## src/rtl/synth_pkg.sv

```systemverilog
// Shared definitions for the voice table.
//   NOTE_W / VEL_W : MIDI note and velocity widths.
//   voice_rec_t    : one voice slot {gate, trig, note, velocity}.
//   scan_state_e   : scan sequencer states.
package synth_pkg;

  localparam int NOTE_W = 7;
  localparam int VEL_W  = 7;

  typedef struct packed {
    logic              gate;
    logic              trig;
    logic [NOTE_W-1:0] note;
    logic [VEL_W-1:0]  velocity;
  } voice_rec_t;

  typedef enum logic {
    SCAN_IDLE = 1'b0,
    SCAN_RUN  = 1'b1
  } scan_state_e;

endpackage

```

## src/rtl/note_phase_rom.sv

```systemverilog
// MIDI note -> oscillator phase-increment lookup.
// The 128-entry table is built at elaboration from equal temperament
// (A4 = note 69 = 440 Hz), rounded to nearest and saturated to PHASE_W bits.
// Ports:
//   clk, reset : rising-edge clock, synchronous active-high reset
//   en         : lookup enable; when low the output register loads zero
//   note       : table address (MIDI note number)
//   phase_inc  : registered table value, one cycle after note/en
module note_phase_rom
  import synth_pkg::*;
#(
  parameter int PHASE_W = 24,
  parameter int FS_HZ   = 48000
) (
  input  logic               clk,
  input  logic               reset,
  input  logic               en,
  input  logic [NOTE_W-1:0]  note,
  output logic [PHASE_W-1:0] phase_inc
);

  // 2^(1/12): one semitone.
  localparam real SEMI = 1.0594630943592953;

  function automatic logic [PHASE_W-1:0] calc_inc(input int n);
    real                f;
    real                scale;
    real                r;
    longint unsigned    acc;
    f = 440.0;
    if (n >= 69) begin
      for (int k = 69; k < n; k++) f = f * SEMI;
    end else begin
      for (int k = n; k < 69; k++) f = f / SEMI;
    end
    scale = 1.0;
    for (int k = 0; k < PHASE_W; k++) scale = scale * 2.0;
    r = (f * scale / real'(FS_HZ)) + 0.5;
    if (r >= scale) begin
      acc = '1;
    end else if (r >= 2147483648.0) begin
      // $rtoi is 32-bit signed; split off the top bit for 32-bit increments.
      acc = 64'd2147483648 + 64'($rtoi(r - 2147483648.0));
    end else begin
      acc = 64'($rtoi(r));
    end
    return acc[PHASE_W-1:0];
  endfunction

  logic [PHASE_W-1:0] tbl [128];

  for (genvar i = 0; i < 128; i++) begin : g_tbl
    localparam logic [PHASE_W-1:0] INC = calc_inc(i);
    assign tbl[i] = INC;
  end

  logic [PHASE_W-1:0] phase_d, phase_q;

  always_comb begin
    phase_d = en ? tbl[note] : '0;
  end

  always_ff @(posedge clk) begin
    if (reset) phase_q <= '0;
    else       phase_q <= phase_d;
  end

  assign phase_inc = phase_q;

endmodule

```

## src/rtl/voice_table.sv

```systemverilog
// Polyphonic voice table with a continuous round-robin scan.
// Note events from the SPI decoder update per-voice records; a scan
// sequencer streams every record, with its phase increment, to the
// synthesis engine one voice per cycle.
// Ports:
//   clk, reset                    : clock, synchronous active-high reset
//   evt_ready                     : level flag, rising edge = one note message
//   evt_note_on/voice/note/velocity : event fields, captured with the edge
//   scan_valid/voice/gate/trig/note/velocity/phase_inc : scan record stream
//   active_count                  : number of gated voices
//   err_voice                     : one-cycle pulse, event to nonexistent voice
module voice_table
  import synth_pkg::*;
#(
  parameter int NUM_VOICES = 16,
  parameter int PHASE_W    = 24,
  parameter int FS_HZ      = 48000
) (
  input  logic                              clk,
  input  logic                              reset,
  input  logic                              evt_ready,
  input  logic                              evt_note_on,
  input  logic [7:0]                        evt_voice,
  input  logic [6:0]                        evt_note,
  input  logic [6:0]                        evt_velocity,
  output logic                              scan_valid,
  output logic [$clog2(NUM_VOICES)-1:0]     scan_voice,
  output logic                              scan_gate,
  output logic                              scan_trig,
  output logic [6:0]                        scan_note,
  output logic [6:0]                        scan_velocity,
  output logic [PHASE_W-1:0]                scan_phase_inc,
  output logic [$clog2(NUM_VOICES+1)-1:0]   active_count,
  output logic                              err_voice
);

  localparam int VOICE_W = $clog2(NUM_VOICES);
  localparam int CNT_W   = $clog2(NUM_VOICES + 1);

  logic               evt_ready_d, evt_ready_q;
  logic               accept, voice_ok, new_gate;
  logic [VOICE_W-1:0] wr_idx;
  logic               err_d, err_q;

  voice_rec_t         table_d [NUM_VOICES];
  voice_rec_t         table_q [NUM_VOICES];
  logic [CNT_W-1:0]   count_d, count_q;

  scan_state_e        state_d, state_q;
  logic [VOICE_W-1:0] scan_idx_d, scan_idx_q;

  voice_rec_t         rec_p1_d, rec_p1_q, rec_p2_d, rec_p2_q;
  logic [VOICE_W-1:0] voice_p1_d, voice_p1_q, voice_p2_d, voice_p2_q;
  logic               vld_p1_d, vld_p1_q, vld_p2_d, vld_p2_q;
  logic [PHASE_W-1:0] phase_p2;

  // Event detect: one accepted event per rising edge of evt_ready.
  always_comb begin
    evt_ready_d = evt_ready;
    accept      = evt_ready & ~evt_ready_q;
    voice_ok    = ({1'b0, evt_voice} < 9'(NUM_VOICES));
    wr_idx      = evt_voice[VOICE_W-1:0];
    // A note-on with zero velocity is a note-off.
    new_gate    = evt_note_on & (evt_velocity != '0);
    err_d       = accept & ~voice_ok;
  end

  // Table update. The scan's trig-clear is applied first so that a
  // note-on write to the same voice in the same cycle overrides it.
  always_comb begin
    table_d = table_q;
    count_d = count_q;
    if (state_q == SCAN_RUN) table_d[scan_idx_q].trig = 1'b0;
    if (accept && voice_ok) begin
      if (new_gate) begin
        table_d[wr_idx].gate     = 1'b1;
        table_d[wr_idx].trig     = 1'b1;
        table_d[wr_idx].note     = evt_note;
        table_d[wr_idx].velocity = evt_velocity;
      end else begin
        table_d[wr_idx].gate     = 1'b0;
      end
      if (new_gate && !table_q[wr_idx].gate)      count_d = count_q + CNT_W'(1);
      else if (!new_gate && table_q[wr_idx].gate) count_d = count_q - CNT_W'(1);
    end
  end

  // Scan sequencer: one idle cycle after reset, then free-running.
  always_comb begin
    state_d    = state_q;
    scan_idx_d = scan_idx_q;
    case (state_q)
      SCAN_IDLE: state_d = SCAN_RUN;
      SCAN_RUN:  scan_idx_d = (scan_idx_q == VOICE_W'(NUM_VOICES - 1)) ?
                              '0 : scan_idx_q + VOICE_W'(1);
      default:   state_d = SCAN_IDLE;
    endcase
  end

  // Stage 1: read the record at the scan index (pre-write value).
  // Stage 2: record delayed to line up with the ROM's registered output.
  always_comb begin
    vld_p1_d   = (state_q == SCAN_RUN);
    rec_p1_d   = vld_p1_d ? table_q[scan_idx_q] : '0;
    voice_p1_d = vld_p1_d ? scan_idx_q : '0;
    vld_p2_d   = vld_p1_q;
    rec_p2_d   = rec_p1_q;
    voice_p2_d = voice_p1_q;
  end

  always_ff @(posedge clk) begin
    if (reset) begin
      evt_ready_q <= 1'b0;
      err_q       <= 1'b0;
      count_q     <= '0;
      state_q     <= SCAN_IDLE;
      scan_idx_q  <= '0;
      vld_p1_q    <= 1'b0;
      rec_p1_q    <= '0;
      voice_p1_q  <= '0;
      vld_p2_q    <= 1'b0;
      rec_p2_q    <= '0;
      voice_p2_q  <= '0;
      for (int i = 0; i < NUM_VOICES; i++) table_q[i] <= '0;
    end else begin
      evt_ready_q <= evt_ready_d;
      err_q       <= err_d;
      count_q     <= count_d;
      state_q     <= state_d;
      scan_idx_q  <= scan_idx_d;
      vld_p1_q    <= vld_p1_d;
      rec_p1_q    <= rec_p1_d;
      voice_p1_q  <= voice_p1_d;
      vld_p2_q    <= vld_p2_d;
      rec_p2_q    <= rec_p2_d;
      voice_p2_q  <= voice_p2_d;
      table_q     <= table_d;
    end
  end

  note_phase_rom #(
    .PHASE_W (PHASE_W),
    .FS_HZ   (FS_HZ)
  ) u_rom (
    .clk       (clk),
    .reset     (reset),
    .en        (vld_p1_q),
    .note      (rec_p1_q.note),
    .phase_inc (phase_p2)
  );

  assign scan_valid     = vld_p2_q;
  assign scan_voice     = voice_p2_q;
  assign scan_gate      = rec_p2_q.gate;
  assign scan_trig      = rec_p2_q.trig;
  assign scan_note      = rec_p2_q.note;
  assign scan_velocity  = rec_p2_q.velocity;
  assign scan_phase_inc = phase_p2;
  assign active_count   = count_q;
  assign err_voice      = err_q;

endmodule

```

## config.mk

```make
export PLATFORM = sky130hd
export DESIGN_NAME = voice_table
export DESIGN_NICKNAME = d
export VERILOG_FILES = /design/src/rtl/synth_pkg.sv /design/src/rtl/note_phase_rom.sv /design/src/rtl/voice_table.sv
export SDC_FILE = /design/constraint.sdc
export NUM_CORES = 1
export LEC_CHECK = 0
export ABC_CLOCK_PERIOD_IN_PS = 3510
export CAP_MARGIN = 20
export CORE_ASPECT_RATIO = 1.25
export CORE_MARGIN = 2
export CORE_UTILIZATION = 35
export DETAILED_ROUTE_END_ITERATION = 8
export DONT_BUFFER_PORTS = 1
export GPL_TIMING_DRIVEN = 0
export PLACE_DENSITY = 0.61
export SKIP_CTS_REPAIR_TIMING = 1
export SKIP_LAST_GASP = 1
export SLEW_MARGIN = 15
export SYNTH_ARGS = -nofsm -noshare
export SYNTH_HDL_FRONTEND = slang
export SYNTH_SLANG_ARGS = --single-unit
```

## constraint.sdc

```tcl
create_clock -name clk -period 3.51 [get_ports clk]
set_input_delay 0.702 -clock clk [delete_from_list [all_inputs] [get_ports clk]]
set_output_delay 0.702 -clock clk [all_outputs]
set_load 0.02 [all_outputs]
```

Word level (Yosys, flattened, before mapping)
Memories as Yosys holds them, arrays and structs flattened. A register that Yosys moved wholly into a read port is not among the register bits.
Cells that the tools add are included.
- add/sub/neg operators: 3
- multiply operators: 0
- div/mod/pow operators: 0
- magnitude comparators: 5
- eq/ne operators: 1
- shift-type cells: 0
- mux-type cells: 29
- bitwise operators: 10
- reductions and logical operators: 12
- operator list (cell ; count):
    bitwise mux 256 bit ; 6
    two-way mux 256 bit ; 3
    demux 16 bit (select 4 bit) ; 5
    binary-select mux 16 bit (select 4 bit) ; 2
    two-way mux 16 bit ; 5
    two-way mux 15 bit ; 2
    two-way mux 14 bit ; 1
    >= comparator 5 bit (second input constant) ; 2
    less-than comparator 5 x 1 -> 1 bit (second input constant) ; 2
    two-way mux 5 bit ; 2
    NOT 4 -> 5 bit ; 2
    less-than comparator 8 x 5 -> 1 bit (second input constant) ; 1
    NOT 7 -> 8 bit ; 1
    two-way mux 7 bit ; 1
    nonzero test 7 bit ; 1
    adder 5 x 1 -> 5 bit (second input constant) ; 1
    logical AND 1 bit ; 5
    subtractor 5 x 1 -> 5 bit (second input constant) ; 1
    adder 4 x 1 -> 4 bit (second input constant) ; 1
    equality test 4 bit (second input constant) ; 1
    two-way mux 4 bit ; 1
    NOT 1 bit ; 4
    OR reduction 2 bit ; 2
    AND 1 bit ; 3
    other kinds (4) ; 5
- bits in registers: 310
- latch bits: 0
- memory bits (writable): 0
- ROM bits: 3072
- bits of input ports: 26
- output and inout bits: 51
- word-level logic and storage cells: 142
- memories: 1
- memories (name ; words ; bits a word ; rd ports ; clocked after memory_dff ; write ports ; RTL line ; source):
    (no name shown) ; 128 ; 24 ; 1 ; 1 ; 0 ; note_phase_rom.sv:60 ; phase_d = en ? tbl[note] : '0;

Depth between registers and ports, before layout
- depth after elaboration: 13
- mapped depth: 12
- depth with buffers taken out: 11

Hierarchy
From an unflattened synthesis, not the netlist that was laid out.
- cell total of the unflattened synthesis: 1714
- area total of the unflattened synthesis: 16538.4 µm²
- modules (own cells, without submodules) (module ; instances ; cells an instance ; area each (µm²) ; seq. area each (µm²)):
    voice_table ; 1 ; 1252 ; 13148.9 ; 6206.0
    note_phase_rom ; 1 ; 462 ; 3389.5 ; 460.4

Least setup slack after synthesis
OpenSTA, ideal clock, no wires.
- kind: input to register
- start point: input evt_voice[0]
- end point: register count_q[4], in the netlist active_count[4]
- library setup time: 0.132 ns
- arrival time: 3.172 ns
- data required time: 3.378 ns
- setup slack: 0.205 ns
- cell stages on the path: 12
- path buffers: 1
- cells stage by stage: buf_2 > mux4_2 > mux4_2 > inv_1 > ha_1 > inv_1 > fa_1 > a21o_1 > a21oi_1 > xnor2_1 > a21o_1 > a21oi_1
- longest elaborated chain between the ends: 8
- elaborated cells on any way between the ends: 12
- those cells by class: 1 x order compare; 4 x mux; 1 x bitwise; 6 x reduce/logical
- ends and longest elaborated chain (what ; RTL line ; source):
    from (decl) ; voice_table.sv:23 ; input logic [7:0] evt_voice,
    NOT 4 -> 5 bit (implied by the code) ; voice_table.sv:83, voice_table.sv:84 ;
    binary-select mux 16 bit (select 4 bit) ; voice_table.sv:83, voice_table.sv:84 ;
    two-way mux 16 bit (implied by the code) (2 in a row) ; voice_table.sv:83, voice_table.sv:84 ;
    zero test 1 bit ; voice_table.sv:83 ; if (new_gate && !table_q[wr_idx].gate) count_d = count_q + CNT_W'(1);
    logical AND 1 bit ; voice_table.sv:83 ;
    nonzero test 2 bit (no source line) ; -- ;
    AND reduction 2 bit (no source line) ; -- ;
    to (signal assigned) ; voice_table.sv:128 ; count_q <= count_d;
    to (decl) ; voice_table.sv:47 ; logic [CNT_W-1:0] count_d, count_q;
Parallel ways exist; a longest one is shown, timed or not. The select of a mux whose other input is x is not followed.
A chain may end at the register's enable or synchronous reset.

Final worst setup path
- start point: register rec_p1_q[9] in the netlist's numbering
- end point: register u_rom.phase_q[1], in the netlist u_rom.phase_inc[1]
- longest elaborated chain between the ends: 1
- ends and longest elaborated chain (what ; RTL line ; source):
    from (decl) ; voice_table.sv:52 ; voice_rec_t rec_p1_d, rec_p1_q, rec_p2_d, rec_p2_q;
    from (signal assigned) ; voice_table.sv:132 ; rec_p1_q <= rec_p1_d;
    NOT 7 -> 8 bit (implied by the code) ; note_phase_rom.sv:60 ;
    to (decl) ; note_phase_rom.sv:57 ; logic [PHASE_W-1:0] phase_d, phase_q;
Every way passes these cells.

==> metrics.cfg <==
[logic_synthesis]
synth_edf_count = 0
synth_sequential_area_ratio_pct = 40.4
synthMostInstantiatedCell = dfxtp_1
post_synth_instance_area_mm2 = 0.0165
post_synth_inst_count = 1731
synth-seq-cells = 333
synthArstFlopShare_pct = 0
synth_area_per_cell_um2 = 9.54
yosys_most_used_dff = dfxtp_1
post_synth_main_area_contributors = dfxtp_1, mux4_2, mux2i_1, a21oi_1, nor2_1
yosys_warnings = 0
post_syn_nets = 1775
synth_top_area_share_pct = 40.4
yosysTopAreaCell = dfxtp_1
post_synth_num_cell_types = 76
netlist_top_cells_count = dfxtp_1, nor2_1, mux2i_1

[worst_hold_path]
min-delay-start = evt_ready
holdCritPathClass = in -> reg

[floorplanning]
floorplan.rows = 89
initial_utilization_pct = 35.2
io_pins = 77
die_width_um = 198
core_area_mm2 = 0.0469
die_area_mm2 = 0.0490
die_h_um = 247

[final_layout]
area_growth_pct = 12.7
post-route-cell-area_mm2 = 0.0186
layout.nets = 1814
seq_area_mm2 = 0.00667
final_layout_size_suffix_gt1_share_pct = 13.6
multiInputGateArea_mm2 = 0.00904
fillerInstances = 4706
layoutNonFillerInstCount = 2432

[job]
maxcap_viol_count = 0

[grt]
antenna_violations_before_repair = 3
wire_length_of_the_first_global_routing_pass_um = 91900
grtUsageMet2_pct = 45.2
globalRouteOverflowTotal = 0
first_global_vias = 14200
maximum_number_of_pins_on_one_net_before_global_route_repair = 14
grt_use_met1_pct = 28.8
grt.total_usage_pct = 25.5
gr-max-usage-layer = met2
met3_usage_pct = 4.16

[run_status]
violations_in_the_final_reports = negative setup slack
outcome = finished, violations left

[detailed_routing]
drt_drc_violations_left = 0
finalWirelength_um = 62300
drt_iter0_drc = 1113
num_vias = 14100
detail-route-antenna-nets = 0
dr.pass1.iters = 5
routed_wire_length_per_instance_um = 25.6
viasPerCell = 5.78

[sta]
rsz_0062_raised_after_global_routing = false
worst_slew_pin_slew_ns = 1.06
post-route-worst-setup-slack_ns = -0.0553
slew_violations = 0
report.final.setup_viol = 1
clock_skew_ns = 0.0196
timing.max_slew.rel_slack_pct = 29.1
finalWorstPathRequiredPeriod_ns = 3.57
layout_worst_path_cycle_share_pct = 102
finalHoldViolCount = 0
fmax_ghz = 0.280

[critical_path]
cp.required_ns = 4.00
rr_endpoint = u_rom.phase_inc[1]$_SDFF_PP0_
launching_element_type_of_the_critical_path = flip-flop
list_of_cells_traversed_by_the_critical_path = buf_2, clkdlybuf4s15_1, buf_2, buf_1, a31oi_1, a311oi_1, o221a_2
critical-path-slowest-cell = clkdlybuf4s15_1
max_stage_delay_ns = 0.72
reg2reg_from = rec_p1_q[9]$_SDFF_PP0_
path_max_fanout = 10
worst_setup_path_endpoint = u_rom.phase_inc[1]$_SDFF_PP0_
worstPathBufferInverterCount = 4
cp_common_cell = buf_2
crit_arrival_ns = 4.06
critPathLaunch = rec_p1_q[9]$_SDFF_PP0_
worst-r2r-setup-slack_ns = -0.06
worst-setup-path-type = reg -> reg
number_of_cell_instances_on_the_worst_register_to_register_path = 7
critical_path_cell_count = 7
kind_of_cell_adding_the_most_delay_to_the_critical_path = buffers and inverters
crit_path_end_kind = flip-flop

[place]
place_congestion = 1.02
detailed_place.area_mm2 = 0.0173
placement.io_buffers = 0
place.detailed.instances = 2368
detailed_placement_hpwl_um = 47600

[power]
ir_drop_mv = 0.491
power_mw = 8.12
static_leakage_nw = 6.77
cellPowerDensity_mw_per_mm2 = 436

[cts]
insertion_delay_ns = 0.57
cts_inserted_buffers = 36
tritoncts = done
number_of_levels_the_h_tree_was_split_into = 2
clock-sinks = 333
clk_pin_slew_ns = 0.06
max-clock-path-buffers = 3
clock-root-buffer = clkbuf_16

[final cells by class]
type	instances	share of cell area, %
well taps	637	4.28
clock buffers	52	5.54
multi-input cells	1200	48.6
plain buffers	176	4.27
diodes	1	0.0134
clock inverters	10	1.03
flip-flops and latches	333	35.8
repair buffers	1	0.0605
inverters	22	0.444
[power by group]
part           internal, mW  total [mW]  leakage (nW)  switching [mW]
logic                 0.101       0.377          3.49           0.276
clock network          2.29        3.94         0.594            1.65
registers              3.79        3.80          2.68          0.0131
total                  6.18        8.12          6.77            1.93
[worst min path at each step]
stage                                          end  slack [ns]  cells past startpoint
after CTS                  table_q[7]$_SDFFE_PP0P_        0.25                      2
after global routing       table_q[7]$_SDFFE_PP0P_        0.25                      2
final                       evt_ready_q$_SDFF_PP0_        0.28                      1
after global placement    scan_voice[2]$_SDFF_PP0_        0.43                      1
after detailed placement      scan_gate$_SDFF_PP0_        0.42                      1
after floorplan               scan_gate$_SDFF_PP0_        0.41                      1
[flip-flops by register name, summed over array words and instances (netlist names), 4 cells and up]
register / cells
active_count: 5
rec_p1_q: 16
scan_idx_q: 4
scan_note: 7
scan_velocity: 7
scan_voice: 4
table_q: 256
u_rom.phase_inc: 23
voice_p1_q: 4
[worst register-to-register path: cells and delay by family, from the launching register on]
kind	cells	cell delay (ns)
flip-flops	1	0.33
buffers and inverters	4	2.19
AO/OA/AOI/OAI	3	0.97
[per-stage QoR]
stage | worst slack (ns) | utilization (%) | hold slack, ns | TNS, ns
3_3_place_gp | -2.22 | 36.9 | 0.429 | -24.26
4_1_cts | -1.80 | 39.5 | 0.248 | -22.48
6_report | -0.0553 | 39.7 | 0.278 | -0.0553
5_1_grt | 0.0109 | 39.7 | 0.255 | 0
3_5_place_dp | -1.79 | 36.9 | 0.425 | -22.29
2_1_floorplan | 0.205 | - | 0.414 | 0
[kinds of logic after synthesis]
| group | synth area share, % |
|---|---|
| AO/OA/AOI/OAI | 13.0 |
| XOR/XNOR | 0.371 |
| adder cells (fa/ha/maj) | 1.41 |
| buffers and inverters | 5.14 |
| flip-flops | 40.4 |
| multiplexers | 23.8 |
| other | 0.0227 |
| AND/OR/NAND/NOR | 15.9 |
[cell usage in the layout, fill, tap and decap left out, types with 6 or more instances in the layout]
cell type / instances
mux4_2: 98
o22ai_1: 9
nor3_1: 7
buf_4: 13
a211oi_1: 15
o21ai_0: 66
a21oi_1: 154
nand2b_1: 25
dfxtp_1: 332
ha_1: 17
nand3_1: 96
mux2i_1: 159
mux2_2: 12
nand2_1: 142
and2_1: 31
buf_2: 19
clkbuf_8: 7
or2_2: 6
nor2_1: 195
nand2_2: 7
inv_1: 19
a221oi_1: 7
clkbuf_1: 122
a31oi_1: 12
o211ai_1: 6
buf_1: 18
clkbuf_16: 36
nor2b_1: 27
[metal layers]
layer | wire, µm | vias to the layer above | part of all wire (%)
li1 | - | 6265 | -
met1 | 23200 | 6887 | 37
met2 | 30900 | 678 | 50
met3 | 3950 | 219 | 6.3
met4 | 4280 | 2 | 6.9
met5 | 13 | - | 0.021
Power figures use the tool's default switching activity.
